<file path="src/rtl/switch_drain_arbiter.sv">
// -----------------------------------------------------------------------------
// switch_drain_arbiter
// Round-robin drain scheduler for the switch egress side. Grants one ready port
// at a time with a one-hot port_read_o, collects the burst the port returns and
// re-emits it as a single stream tagged with source port, sop and eop.
//
// Ports
//   clk_i          clock
//   rst_ni         asynchronous active-low reset
//   arb_en_i       enables new grants (a burst in progress always completes)
//   port_ready_i   per-port data-available flags
//   read_out_i     granted port presents a valid word this cycle
//   port_data_i    {port_out_N-1, ..., port_out_0}, WORD_WIDTH bits each
//   port_read_o    one-hot registered grant
//   out_valid_o    out_data_o/out_port_o/out_sop_o/out_eop_o valid
//   out_data_o     drained word
//   out_port_o     source port of out_data_o
//   out_sop_o      first word of a burst
//   out_eop_o      last word of a burst
//   busy_o         FSM not in IDLE
//   timeout_err_o  one-cycle pulse when a grant is abandoned
//
// Optional feature: define SW_ARB_TIMEOUT_EN to abandon a grant whose first
// word does not arrive within TIMEOUT_CYCLES. Without it the block waits
// indefinitely and timeout_err_o is tied low.
//
// state | meaning
// IDLE  | waiting for arb_en_i and a ready port
// DRAIN | grant active, capturing words from the granted port
// FLUSH | grant released, emitting the held last word, advancing rr_ptr
// -----------------------------------------------------------------------------
module switch_drain_arbiter #(
    parameter int NUM_OF_PORTS   = 4,
    parameter int WORD_WIDTH     = 8,
    parameter int MAX_BURST      = 64,
    parameter int TIMEOUT_CYCLES = 16,
    localparam int PW = (NUM_OF_PORTS > 1) ? $clog2(NUM_OF_PORTS) : 1
) (
    input  logic                               clk_i,
    input  logic                               rst_ni,
    input  logic                               arb_en_i,
    input  logic [NUM_OF_PORTS-1:0]            port_ready_i,
    input  logic                               read_out_i,
    input  logic [NUM_OF_PORTS*WORD_WIDTH-1:0] port_data_i,
    output logic [NUM_OF_PORTS-1:0]            port_read_o,
    output logic                               out_valid_o,
    output logic [WORD_WIDTH-1:0]              out_data_o,
    output logic [PW-1:0]                      out_port_o,
    output logic                               out_sop_o,
    output logic                               out_eop_o,
    output logic                               busy_o,
    output logic                               timeout_err_o
);

    localparam int CW = $clog2(MAX_BURST + 1);

    typedef enum logic [1:0] {S_IDLE, S_DRAIN, S_FLUSH} state_e;

    state_e                    state_q, state_d;
    logic [PW-1:0]             rr_ptr_q, rr_ptr_d;
    logic [PW-1:0]             grant_q, grant_d;
    logic [CW-1:0]             cnt_q, cnt_d;
    logic [WORD_WIDTH-1:0]     hold_q, hold_d;
    logic                      hold_vld_q, hold_vld_d;
    logic                      sop_pend_q, sop_pend_d;
    logic [NUM_OF_PORTS-1:0]   port_read_q, port_read_d;
    logic                      out_valid_q, out_valid_d;
    logic [WORD_WIDTH-1:0]     out_data_q, out_data_d;
    logic [PW-1:0]             out_port_q, out_port_d;
    logic                      out_sop_q, out_sop_d;
    logic                      out_eop_q, out_eop_d;
    logic                      tmo_q, tmo_d;

    logic                      sel_found;
    logic [PW-1:0]             sel_idx;
    logic [PW:0]               scan_idx;
    logic                      burst_last;
    logic                      timeout_hit;
    logic [PW-1:0]             next_ptr;

`ifdef SW_ARB_TIMEOUT_EN
    localparam int WW = $clog2(TIMEOUT_CYCLES + 1);
    logic [WW-1:0] wait_q, wait_d;

    assign timeout_hit = !read_out_i && (cnt_q == '0) && (wait_q == WW'(TIMEOUT_CYCLES - 1));
`else
    assign timeout_hit = 1'b0;
`endif

    // First ready port scanning upward from rr_ptr with wrap.
    always_comb begin
        sel_found = 1'b0;
        sel_idx   = '0;
        scan_idx  = '0;
        for (int i = 0; i < NUM_OF_PORTS; i++) begin
            scan_idx = {1'b0, rr_ptr_q} + (PW+1)'(i);
            if (scan_idx >= (PW+1)'(NUM_OF_PORTS))
                scan_idx = scan_idx - (PW+1)'(NUM_OF_PORTS);
            if (!sel_found && port_ready_i[scan_idx[PW-1:0]]) begin
                sel_found = 1'b1;
                sel_idx   = scan_idx[PW-1:0];
            end
        end
    end

    assign burst_last = read_out_i && (cnt_q == CW'(MAX_BURST - 1));
    assign next_ptr   = (grant_q == PW'(NUM_OF_PORTS - 1)) ? '0 : grant_q + PW'(1);

    // State register
    always_ff @(posedge clk_i or negedge rst_ni) begin
        if (!rst_ni) state_q <= S_IDLE;
        else         state_q <= state_d;
    end

    // Next-state logic
    always_comb begin
        state_d = state_q;
        case (state_q)
            S_IDLE:  if (arb_en_i && sel_found) state_d = S_DRAIN;
            S_DRAIN: begin
                if (read_out_i) begin
                    if (burst_last) state_d = S_FLUSH;
                end else if (cnt_q != '0) begin
                    state_d = S_FLUSH;
                end else if (timeout_hit) begin
                    state_d = S_IDLE;
                end
            end
            S_FLUSH: state_d = S_IDLE;
            default: state_d = S_IDLE;
        endcase
    end

    // Output / datapath next-state logic. A word leaves the hold register
    // one edge after capture, so every word appears two cycles after its
    // read_out_i; the final word leaves either on the read_out_i drop (DRAIN)
    // or, after a MAX_BURST cut-off, in FLUSH.
    always_comb begin
        rr_ptr_d    = rr_ptr_q;
        grant_d     = grant_q;
        cnt_d       = cnt_q;
        hold_d      = hold_q;
        hold_vld_d  = hold_vld_q;
        sop_pend_d  = sop_pend_q;
        port_read_d = port_read_q;
        out_valid_d = 1'b0;
        out_data_d  = out_data_q;
        out_port_d  = out_port_q;
        out_sop_d   = 1'b0;
        out_eop_d   = 1'b0;
        tmo_d       = 1'b0;
`ifdef SW_ARB_TIMEOUT_EN
        wait_d      = wait_q;
`endif
        case (state_q)
            S_IDLE: begin
                if (arb_en_i && sel_found) begin
                    grant_d     = sel_idx;
                    port_read_d = NUM_OF_PORTS'(1) << sel_idx;
                    cnt_d       = '0;
                    hold_vld_d  = 1'b0;
                    sop_pend_d  = 1'b1;
`ifdef SW_ARB_TIMEOUT_EN
                    wait_d      = '0;
`endif
                end
            end
            S_DRAIN: begin
                if (read_out_i) begin
                    if (hold_vld_q) begin
                        out_valid_d = 1'b1;
                        out_data_d  = hold_q;
                        out_port_d  = grant_q;
                        out_sop_d   = sop_pend_q;
                        sop_pend_d  = 1'b0;
                    end
                    hold_d     = port_data_i[grant_q*WORD_WIDTH +: WORD_WIDTH];
                    hold_vld_d = 1'b1;
                    cnt_d      = cnt_q + CW'(1);
                    if (burst_last) port_read_d = '0;
                end else if (cnt_q != '0) begin
                    port_read_d = '0;
                    out_valid_d = 1'b1;
                    out_data_d  = hold_q;
                    out_port_d  = grant_q;
                    out_sop_d   = sop_pend_q;
                    out_eop_d   = 1'b1;
                    sop_pend_d  = 1'b0;
                    hold_vld_d  = 1'b0;
                end else if (timeout_hit) begin
                    port_read_d = '0;
                    tmo_d       = 1'b1;
                    rr_ptr_d    = next_ptr;
                end else begin
`ifdef SW_ARB_TIMEOUT_EN
                    wait_d = wait_q + WW'(1);
`endif
                end
            end
            S_FLUSH: begin
                if (hold_vld_q) begin
                    out_valid_d = 1'b1;
                    out_data_d  = hold_q;
                    out_port_d  = grant_q;
                    out_sop_d   = sop_pend_q;
                    out_eop_d   = 1'b1;
                    sop_pend_d  = 1'b0;
                end
                hold_vld_d = 1'b0;
                rr_ptr_d   = next_ptr;
            end
            default: ;
        endcase
    end

    always_ff @(posedge clk_i or negedge rst_ni) begin
        if (!rst_ni) begin
            rr_ptr_q    <= '0;
            grant_q     <= '0;
            cnt_q       <= '0;
            hold_q      <= '0;
            hold_vld_q  <= 1'b0;
            sop_pend_q  <= 1'b0;
            port_read_q <= '0;
            out_valid_q <= 1'b0;
            out_data_q  <= '0;
            out_port_q  <= '0;
            out_sop_q   <= 1'b0;
            out_eop_q   <= 1'b0;
            tmo_q       <= 1'b0;
        end else begin
            rr_ptr_q    <= rr_ptr_d;
            grant_q     <= grant_d;
            cnt_q       <= cnt_d;
            hold_q      <= hold_d;
            hold_vld_q  <= hold_vld_d;
            sop_pend_q  <= sop_pend_d;
            port_read_q <= port_read_d;
            out_valid_q <= out_valid_d;
            out_data_q  <= out_data_d;
            out_port_q  <= out_port_d;
            out_sop_q   <= out_sop_d;
            out_eop_q   <= out_eop_d;
            tmo_q       <= tmo_d;
        end
    end

`ifdef SW_ARB_TIMEOUT_EN
    always_ff @(posedge clk_i or negedge rst_ni) begin
        if (!rst_ni) wait_q <= '0;
        else         wait_q <= wait_d;
    end
`endif

    assign port_read_o   = port_read_q;
    assign out_valid_o   = out_valid_q;
    assign out_data_o    = out_data_q;
    assign out_port_o    = out_port_q;
    assign out_sop_o     = out_sop_q;
    assign out_eop_o     = out_eop_q;
    assign busy_o        = (state_q != S_IDLE);
    assign timeout_err_o = tmo_q;

endmodule

</file>
<file path="config.mk">
export PLATFORM = sky130hd
export DESIGN_NAME = switch_drain_arbiter
export DESIGN_NICKNAME = d
export VERILOG_FILES = /design/src/rtl/switch_drain_arbiter.sv
export SDC_FILE = /design/constraint.sdc
export NUM_CORES = 1
export LEC_CHECK = 0
export BUFFER_PORTS_ARGS = -buffer_cell sky130_fd_sc_hd__buf_2
export CORE_UTILIZATION = 40
export CTS_CLUSTER_SIZE = 28
export DETAILED_ROUTE_END_ITERATION = 7
export PLACE_DENSITY = 0.65
export SYNTH_ARGS = -nofsm -noshare
export SYNTH_HDL_FRONTEND = slang
export SYNTH_SLANG_ARGS = --single-unit
</file>
<file path="constraint.sdc">
create_clock -name clk_i -period 2.4 [get_ports clk_i]
set_input_delay 0.36 -clock clk_i [delete_from_list [all_inputs] [get_ports clk_i]]
set_output_delay 0.36 -clock clk_i [all_outputs]
set_load 0.05 [all_outputs]
</file>
==> impl_results.md, run 1 <==
* Num CTS Buffers at 5
* Die Footprint at around 5700 um^2
* Post-synth top cells: dfrtp_1 (40), mux2_2 (19), nand2_1 (15)
* Hold Vio Cnt, Final at 0
* HPWL Detailed at between 3000 and 4000 um
* Final slew viol count at 0
* Grt ovf at 0
* Avg WL per Cell at 15.2 um
* Fin nets at between 200 and 300
* Reg2reg setup slack at a little over 0.3 ns
* Crit Path Max Fanout at 9
* Worst-path clk slew at approximately 0.080 ns
* Setup Skew at roughly 0.0079 ns
* Peak supply drop at between 0.0005 and 0.0006 V
* Worst Hold Class: input port to asynchronous set/reset pin
* Post-Syn Area at 2170 um^2
* Slew margin rel. at 0.398
* Starting density of the core at 0.420
* Met1 Usage GRT at 0.228
* Initial drt markers at slightly below 50
* Avg Vias per Cell at ~5.4
* Core area at about 5200 um^2
* Root Buffer: clkbuf_8
* Nature of the critical path startpoint: flop
* Via count at ~1,700
* Clk_lat worst skew at ~0.29 ns
* IO Count at 59
* Met2 usage at 0.314
* Netlist cell types at 49
* Worst Reg-to-Reg Cells at 7
* Routed WL at between 4000 and 5000 um
* Top-area cell type share of the netlist area at 0.460
* Detailed Routing Iterations Pass 1 at 4
* Ratio of cells with drive above 1 in the final layout at 0.430
* Max Clock Freq at between 0.4 and 0.5 GHz
* Largest net degree at the start of global routing at 41
* Origin of the worst setup path: state_q[1]
* Place WS at approximately 0.34 ns
* Synth Register Bits at 40
* Post-synth ARST share at 1.00
* Yosys warning total at 0
* Most numerous cell in the Yosys netlist: dfrtp_1
* Busiest grt layer: met2
* RSZ-0062 raised after global routing: no
* Clk sinks at 40
* Port Buffer Count at 57
* Worst setup margin at ~0.31 ns
* CTS tree: done
* Final setup viols at 0
* Hold_buf cts at 0
* Seq/Total Area, Yosys at 0.460
* DRC at 0
* Crit path kind: flop to flop
* ANT nets after route at 0
* Total chip power at about 3500 uW
* Gr usage total at 0.181
* Top_reg_cell synth: dfrtp_1
* # resized after CTS at 0
* Actual slew at the worst max-slew pin at about 0.9 ns
* Max-cap viol count at 0
* Number of enable-type register cells in the synthesized netlist at 0
* Met3 Use GR at 0.0410
* Setup crit end kind: flop
* Ant diodes at 0
* Worst r2r src: state_q[1]
* Setup bufs post-CTS at 0
* Mapped Cells at between 150 and 200
* DIE WIDTH at approximately 76 um
* Top cells by area, synth: dfrtp_1 (46%), mux2_2 (9.8%), mux4_2 (8.3%)
* Reg2reg end: sop_pend_q
* Pleak at approximately 0.0012 uW
* Status: finished clean
* Syn_nets at about 230
* H-Tree Depth at 2
* Worst endpoint required time at between 2 and 3 ns
* Rows at 26
* Period utilisation layout at 0.872
* Growth of design area from synthesis to finish at 21.0%
* Initial antenna violation count at 0
* Power per cell area at ~1300 nW/um^2
* Vias in the first global route at roughly 1,700
* Final worst path period need at 2.09 ns
* Chip Height at approximately 76 um
* Routability congestion estimate at about 0.76
* Arr. time, crit path at 2.28 ns
* Clock Tree Buf Depth at 2
* First-pass GRT wire length at ~7600 um
* Sum of negative setup slack at 0 ns
* CP Capture Point: sop_pend_q
* Most area-hungry cell type in the Yosys netlist: dfrtp_1
* Avg Synthesized Cell Area at about 12 um^2
## power breakdown
part | internal [uW] | total, uW | switching (uW)
clock | 308 | 550 | 243
sequential | 946 | 1190 | 243
combinational | 698 | 1770 | 1070
## final cells by class
cell class / instances / area (um^2)
Timing Repair Buffer: 59 / 300
Tap cell: 70 / 87.6
Inverter: 9 / 33.8
Clock buffer: 5 / 68.8
Multi-Input combinational cell: 126 / 1100
Sequential cell: 40 / 1000
Clock inverter: 3 / 42.5
Fill cell: 463 / 2540
## placed cells by master (no fill, tap or decap), types with 5 or more instances in the layout
cell type and instances:
a21oi_1 8, buf_2 57, clkbuf_8 5, dfrtp_1 40, ha_1 7, inv_1 9
mux2_2 19, mux4_2 8, nand2_1 15, nand3_1 6, nor2_1 7, o21ai_0 10
## cells by family after synthesis
| kind of cell | after synthesis | synth area share |
|---|---|---|
| fa+ha+maj | 7 | 0.0403 |
| xor+xnor | 1 | 0.00403 |
| compound gates | 44 | 0.152 |
| other cells | 1 | 0.00172 |
| buf+inv | 18 | 0.0351 |
| flops | 40 | 0.460 |
| simple gates | 43 | 0.111 |
| mux | 30 | 0.195 |
## state kept, by name (all words and copies together), names as in the netlist
name	flops
grant_q	2
hold_q	8
out_valid_o	1
sop_pend_q	1
out_data_o	8
out_eop_o	1
port_read_o	4
cnt_q	7
state_q	2
rr_ptr_q	2
hold_vld_q	1
out_sop_o	1
out_port_o	2
## worst max-delay path, stage by stage, from the launching register on
cell      delay [ns]
dfrtp_1         0.39
inv_1           0.08
ha_1            0.30
buf_4           0.22
nor4b_1         0.14
a221oi_1        0.48
o21ai_0         0.17
a22o_1          0.21
## metal layers
metal,up-vias,part of all wire
met3,6,0.055
li1,808,-
met2,62,0.47
met5,-,0
met4,0,0.0084
met1,795,0.46
## metrics by stage
stage,cell area [um^2],util,hold slack (ns),cells
after floorplan,2170,-,0.0644,184
final,2630,0.509,0.197,312
after global placement,2520,0.487,0.479,304
after detailed placement,2520,0.487,0.468,304
after global routing,2630,0.509,0.251,312
after CTS,2630,0.509,0.222,312
## worst min-delay path by stage
stage,start,slack (ns),end,depth (start not counted)
5_1_grt,rst_ni,0.25,out_sop_o,1
2_1_floorplan,rst_ni,0.06,cnt_q[0],0
6_report,rst_ni,0.20,out_port_o[1],1
3_5_place_dp,port_read_o[0],0.47,port_read_o[0],1
4_1_cts,rst_ni,0.22,out_data_o[6],1
3_3_place_gp,port_read_o[0],0.48,port_read_o[0],1
Power figures use the tool's default switching activity.
==> inputs of run 2 (changes only) <==
--- a/config.mk
+++ b/config.mk
@@ -6,10 +6,10 @@
 export NUM_CORES = 1
 export LEC_CHECK = 0
 export BUFFER_PORTS_ARGS = -buffer_cell sky130_fd_sc_hd__buf_2
-export CORE_UTILIZATION = 40
+export CORE_UTILIZATION = 45
 export CTS_CLUSTER_SIZE = 28
 export DETAILED_ROUTE_END_ITERATION = 7
-export PLACE_DENSITY = 0.65
+export PLACE_DENSITY = 0.71
 export SYNTH_ARGS = -nofsm -noshare
 export SYNTH_HDL_FRONTEND = slang
 export SYNTH_SLANG_ARGS = --single-unit
==> impl_results.md, run 2 (synthesized netlist as in run 1, its figures left out) <==
* Chip Height at 71.5 um
* Setup bufs post-CTS at 0
* Max-cap viol count at 0
* Combinational cell fraction of total power at 0.502
* Setup Skew at roughly 0.0075 ns
* Clock network fraction of design power at 0.160
* Avg WL per Cell at between 15 and 20 um
* Non-Filler Instances at 293
* Clock Tree Buf Depth at 2
* Commonest non-fill, non-tap cell in the layout: buf_2
* Detailed Routing Iterations Pass 1 at 4
* Top delay family on crit path: simple AND/OR/NAND/NOR gates
* Avg Vias per Cell at ~5.6
* Die Footprint at 5110 um^2
* Vias in the first global route at between 1,500 and 2,000
* Setup crit end kind: flop
* Crit path kind: flop to flop
* P_int at 1950 uW
* Largest net degree at the start of global routing at approximately 40
* RSZ-0062 raised after global routing: no
* Pleak at roughly 0.0012 uW
* Sequential share of power at 0.338
* Routed WL at approximately 4500 um
* # resized after CTS at 0
* Worst-path cell chain: inv_1 -> ha_1 -> nor4b_2 -> nand2_1 -> o21ai_4 -> mux2_2
* IO Count at 59
* Worst-path clk slew at 0.08 ns
* DIE WIDTH at 71.5 um
* Switching share of power at 0.443
* Slew margin rel. at 0.425
* HPWL Detailed at approximately 3300 um
* Power per cell area at around 1300 nW/um^2
* Rows at 24
* Gr usage total at 0.185
* Period utilisation layout at 0.853
* Grt ovf at 0
* Via count at around 1,600
* Initial antenna violation count at 0
* Num CTS Buffers at 5
* Sw Pwr at roughly 1600 uW
* Routability congestion estimate at approximately 0.83
* Core area at 4500 um^2
* Root Buffer: clkbuf_8
* Final setup viols at 0
* H-Tree Depth at 2
* Port Buffer Count at 57
* Ant diodes at 0
* Worst Hold Class: input port to asynchronous set/reset pin
* Commonest non-fill, non-tap cells in the layout: buf_2 (57), dfrtp_1 (40), mux2_2 (19)
* Status: finished clean
* DRC at 0
* Arr. time, crit path at 2.23 ns
* Final slew viol count at 0
* Post-DP Area at roughly 2500 um^2
* Growth of design area from synthesis to finish at 19.8%
* Sum of negative setup slack at 0 ns
* CP max stage cell: dfrtp_1
* Hold_buf cts at 0
* First-pass GRT wire length at 7270 um
* Clk sinks at 40
* CTS tree: done
* Ratio of cells with drive above 1 in the final layout at 0.427
* Final Instance Area at between 2000 and 3000 um^2
* Actual slew at the worst max-slew pin at 0.862 ns
* CP max stage delay at about 0.43 ns
* Nature of the critical path startpoint: flop
* ANT nets after route at 0
* Clk_lat worst skew at about 0.30 ns
* Fin nets at ~290
* Hold Vio Cnt, Final at 0
* Final worst path period need at 2.05 ns
* Crit Path Max Fanout at 10
* Peak supply drop at approximately 0.00063 V
* Worst path bufs/invs at 1
* Max Clock Freq at slightly below 0.5 GHz
* Placed Cells at 285
* Worst endpoint required time at ~2.6 ns
* Starting density of the core at 0.483
* Initial drt markers at 65
## run 2: metrics by stage
step,util,total power [uW],hold slack (ns),setup WS [ns]
floorplan,-,2560,0.0644,0.533
global route,0.578,3740,0.252,0.215
global placement,0.553,2920,0.478,0.425
CTS,0.578,3550,0.203,0.337
detailed placement,0.553,2970,0.469,0.353
finish,0.578,3510,0.174,0.352
## run 2: worst register-to-register path: stages, from the launching register on
cell and delay, ns:
dfrtp_1 0.43, inv_1 0.09, ha_1 0.14, nor4b_2 0.35, nand2_1 0.17, o21ai_4 0.38, mux2_2 0.38
## run 2: power by group through the flow
stage	combinational [uW]	sequential, uW	clock [uW]
6_report	1760	1180	562
5_1_grt	1900	1240	604
4_1_cts	1770	1190	577
3_5_place_dp	1770	1200	0
3_3_place_gp	1730	1190	0
2_1_floorplan	1050	1510	0
## run 2: per-layer routing
| layer | GRT usage | share of wire | vias up |
|---|---|---|---|
| met2 | 0.306 | 0.45 | 68 |
| met1 | 0.242 | 0.47 | 768 |
| met3 | 0.0478 | 0.067 | 6 |
| met4 | 0.0523 | 0.0094 | 0 |
| met5 | 0 | 0 | - |
| li1 | - | - | 793 |
## run 2: final cells by class
cell class	count	area, um^2
inverter	9	33.8
tap	52	65.1
sequential	40	1000
clock inverter	3	46.3
multi-input combinational	126	1100
fill	384	1900
clock buffer	5	68.8
timing repair buffer	58	293
## run 2: path summary, 6_finish.rpt
path | startpoint | to | slack, ns | depth (start not counted)
worst max-delay path | cnt_q[0] | out_data_o[1] | 0.35 | 6
worst min-delay path | rst_ni | hold_vld_q | 0.17 | 1
worst max register to register | cnt_q[0] | out_data_o[1] | 0.35 | 6
worst min register to register | port_read_o[2] | port_read_o[2] | 0.49 | 1
max in group asynchronous | rst_ni | port_read_o[3] | 1.69 | 1
min in group clk_i | read_out_i | hold_vld_q | 0.42 | 3
==> inputs of run 3 (changes only) <==
--- a/config.mk
+++ b/config.mk
@@ -5,11 +5,12 @@
 export SDC_FILE = /design/constraint.sdc
 export NUM_CORES = 1
 export LEC_CHECK = 0
+export ABC_AREA = 1
 export BUFFER_PORTS_ARGS = -buffer_cell sky130_fd_sc_hd__buf_2
 export CORE_UTILIZATION = 45
 export CTS_CLUSTER_SIZE = 28
 export DETAILED_ROUTE_END_ITERATION = 7
-export PLACE_DENSITY = 0.71
+export PLACE_DENSITY = 0.7
 export SYNTH_ARGS = -nofsm -noshare
 export SYNTH_HDL_FRONTEND = slang
 export SYNTH_SLANG_ARGS = --single-unit
==> constraint.sdc (replaced) <==
create_clock -name clk_i -period 2.4 [get_ports clk_i]
set_input_delay 0.36 -clock clk_i [delete_from_list [all_inputs] [get_ports clk_i]]
set_output_delay 0.36 -clock clk_i [all_outputs]
set_load 0.005 [all_outputs]
==> impl_results.md, run 3 <==
* Yosys warning total at 0
* Period utilisation layout at 0.853
* Final worst path period need at about 2 ns
* Actual slew at the worst max-slew pin at 0.886 ns
* Number of enable-type register cells in the synthesized netlist at 0
* Worst-path clk slew at roughly 0.090 ns
* HPWL Detailed at about 3800 um
* Xor/xnor share of the synthesized area at 0.0186
* # resized after CTS at 0
* H-Tree Depth at 2
* Multi-input gate area at 1170 um^2
* RSZ-0062 raised after global routing: no
* Avg Synthesized Cell Area at around 7.5 um^2
* Worst Hold Class: input port to asynchronous set/reset pin
* Chip Height at between 70 and 80 um
* First-pass GRT wire length at a little under 9000 um
* Final setup viols at 0
* Growth of design area from synthesis to finish at 17.7%
* Synth Register Bits at 40
* Commonest non-fill, non-tap cells in the layout: nand2_1 (86), buf_2 (57), o21ai_0 (49)
* Crit path kind: flop to flop
* Top cells by area, synth: dfrtp_1 (42%), nand2_1 (14%), o21ai_0 (10%)
* Combinational family with the most area after synthesis: simple AND/OR/NAND/NOR gates
* Grt ovf at 0
* Synth Area in Adders at 0.0372
* Max Clock Freq at around 0.5 GHz
* Place WS at 0.301 ns
* Most area-hungry cell type in the Yosys netlist: dfrtp_1
* Fill cells at between 400 and 500
* Setup bufs post-CTS at 0
* Slew margin rel. at 0.409
* Detailed Routing Iterations Pass 1 at 4
* Starting density of the core at 0.483
* ANT nets after route at 0
* Hold Vio Cnt, Final at 0
* Status: finished clean
* Post-synth ARST share at 1.00
* Worst-path cell chain: inv_1 -> ha_1 -> nand2_1 -> clkinv_1 -> o21ai_0 -> nand2_1 -> inv_1 -> nand2_2 -> o21ai_0
* Hold_buf cts at 0
* Num CTS Buffers at 5
* Avg WL per Cell at 12.1 um
* Setup crit end kind: flop
* Post-Syn Area at 2360 um^2
* Worst Reg-to-Reg Cells at 9
* Ant diodes at 0
* Core area at approximately 4900 um^2
* Die Footprint at between 5000 and 6000 um^2
* Mapped Cells at around 320
* Pleak at roughly 0.0014 uW
* Top_reg_cell synth: dfrtp_1
* CTS tree: done
* Post-synth top cells: nand2_1 (87), o21ai_0 (49), dfrtp_1 (40)
* Area fraction in compound gates after synthesis at 0.157
* Post-synthesis mux area share at 0
* Simple-Gate Fraction of Synth Area at 0.282
* Root Buffer: clkbuf_8
* Power per cell area at between 1000 and 1500 nW/um^2
* Peak supply drop at around 0.00043 V
* Rows at 25
* Worst setup margin at 0.352 ns
* Commonest non-fill, non-tap cell in the layout: nand2_1
* Ratio of cells with drive above 1 in the final layout at 0.237
* Storage element area at roughly 1000 um^2
* Final slew viol count at 0
* Routed WL at 5250 um
* IO Count at 59
* Sum of negative setup slack at 0 ns
* DRC at 0
* Clk_lat worst skew at 0.30 ns
* Fin nets at about 410
* Gr usage total at 0.205
* Initial drt markers at 101
* Top-area cell type share of the netlist area at 0.425
* CP max stage cell: dfrtp_1
* Vias in the first global route at 1,909
* Clk sinks at 40
* Initial antenna violation count at 0
* Seq/Total Area, Yosys at 0.425
* Max-cap viol count at 0
* Nature of the critical path startpoint: flop
* Most numerous cell in the Yosys netlist: nand2_1
* CP max stage delay at around 0.40 ns
* Avg Vias per Cell at 4.90
* Port Buffer Count at 57
* Clock Tree Buf Depth at 2
* Worst endpoint required time at approximately 2.6 ns
* Setup Skew at around 0.0067 ns
* Arr. time, crit path at about 2.3 ns
* DIE WIDTH at roughly 74 um
* Crit Path Max Fanout at 18
* Routability congestion estimate at between 0.8 and 0.9
* Netlist cell types at 29
* Syn_nets at roughly 360
* Via count at roughly 2,100
* Largest net degree at the start of global routing at 41
run 3: cell count changes after synthesis, moves of 7 or more:
cell | before | now
mux4_2 | 8 | 0
nor2_1 | 7 | 28
nand2_1 | 15 | 87
o22ai_1 | 1 | 9
mux2_2 | 19 | 0
inv_1 | 9 | 27
nand3_1 | 6 | 14
nand2_2 | 0 | 7
o21ai_0 | 10 | 49
run 3: kinds of logic after synthesis:
group,Yosys count
compound gates,68
other cells,1
simple gates,150
fa+ha+maj,7
flops,40
buf+inv,44
xor+xnor,5
run 3: per-layer routing:
metal	track usage	wire, um	vias to the layer above
met5	0	0	-
met4	0.0524	44	0
met3	0.0407	141	4
met2	0.331	2490	34
met1	0.284	2580	977
li1	-	-	1112
run 3: worst paths after layout:
path | from | endpoint | slack [ns]
max | state_q[1] | port_read_o[1] | 0.35
min | rst_ni | hold_vld_q | 0.18
max reg2reg | state_q[1] | port_read_o[1] | 0.35
min reg2reg | port_read_o[2] | port_read_o[2] | 0.48
max in group asynchronous | rst_ni | cnt_q[6] | 1.67
min in group clk_i | read_out_i | hold_vld_q | 0.40
run 3: per-stage QoR:
stage / util / std cells / hold slack (ns) / power [uW] / area, um^2
6_report: 0.568 / 434 / 0.181 / 3420 / 2770
3_3_place_gp: 0.544 / 426 / 0.461 / 2810 / 2660
4_1_cts: 0.568 / 434 / 0.208 / 3430 / 2770
2_1_floorplan: - / 315 / 0.0644 / 2440 / 2360
3_5_place_dp: 0.544 / 426 / 0.465 / 2850 / 2660
5_1_grt: 0.568 / 434 / 0.254 / 3770 / 2770
run 3: final cells by class:
cell class | instances | share of cell area
inverters | 31 | 0.0420
repair buffers | 57 | 0.103
flip-flops and latches | 40 | 0.361
clock inverters | 3 | 0.0167
well taps | 67 | 0.0302
multi-input cells | 231 | 0.422
clock buffers | 5 | 0.0248
run 3: power by group:
group,switching (uW),internal [uW],total [uW],leakage [uW]
registers,216,932,1150,0.000517
logic,1100,594,1700,0.000874
clock network,261,313,574,0.0000548
run 3: critical path: cells and delay by family, from the launching register on:
family	cells	cell delay, ns
and+or+nand+nor	3	0.32
DFF	1	0.40
buffers and inverters	3	0.51
AOI/OAI and AO/OA	2	0.43
adders and majority gates	1	0.30
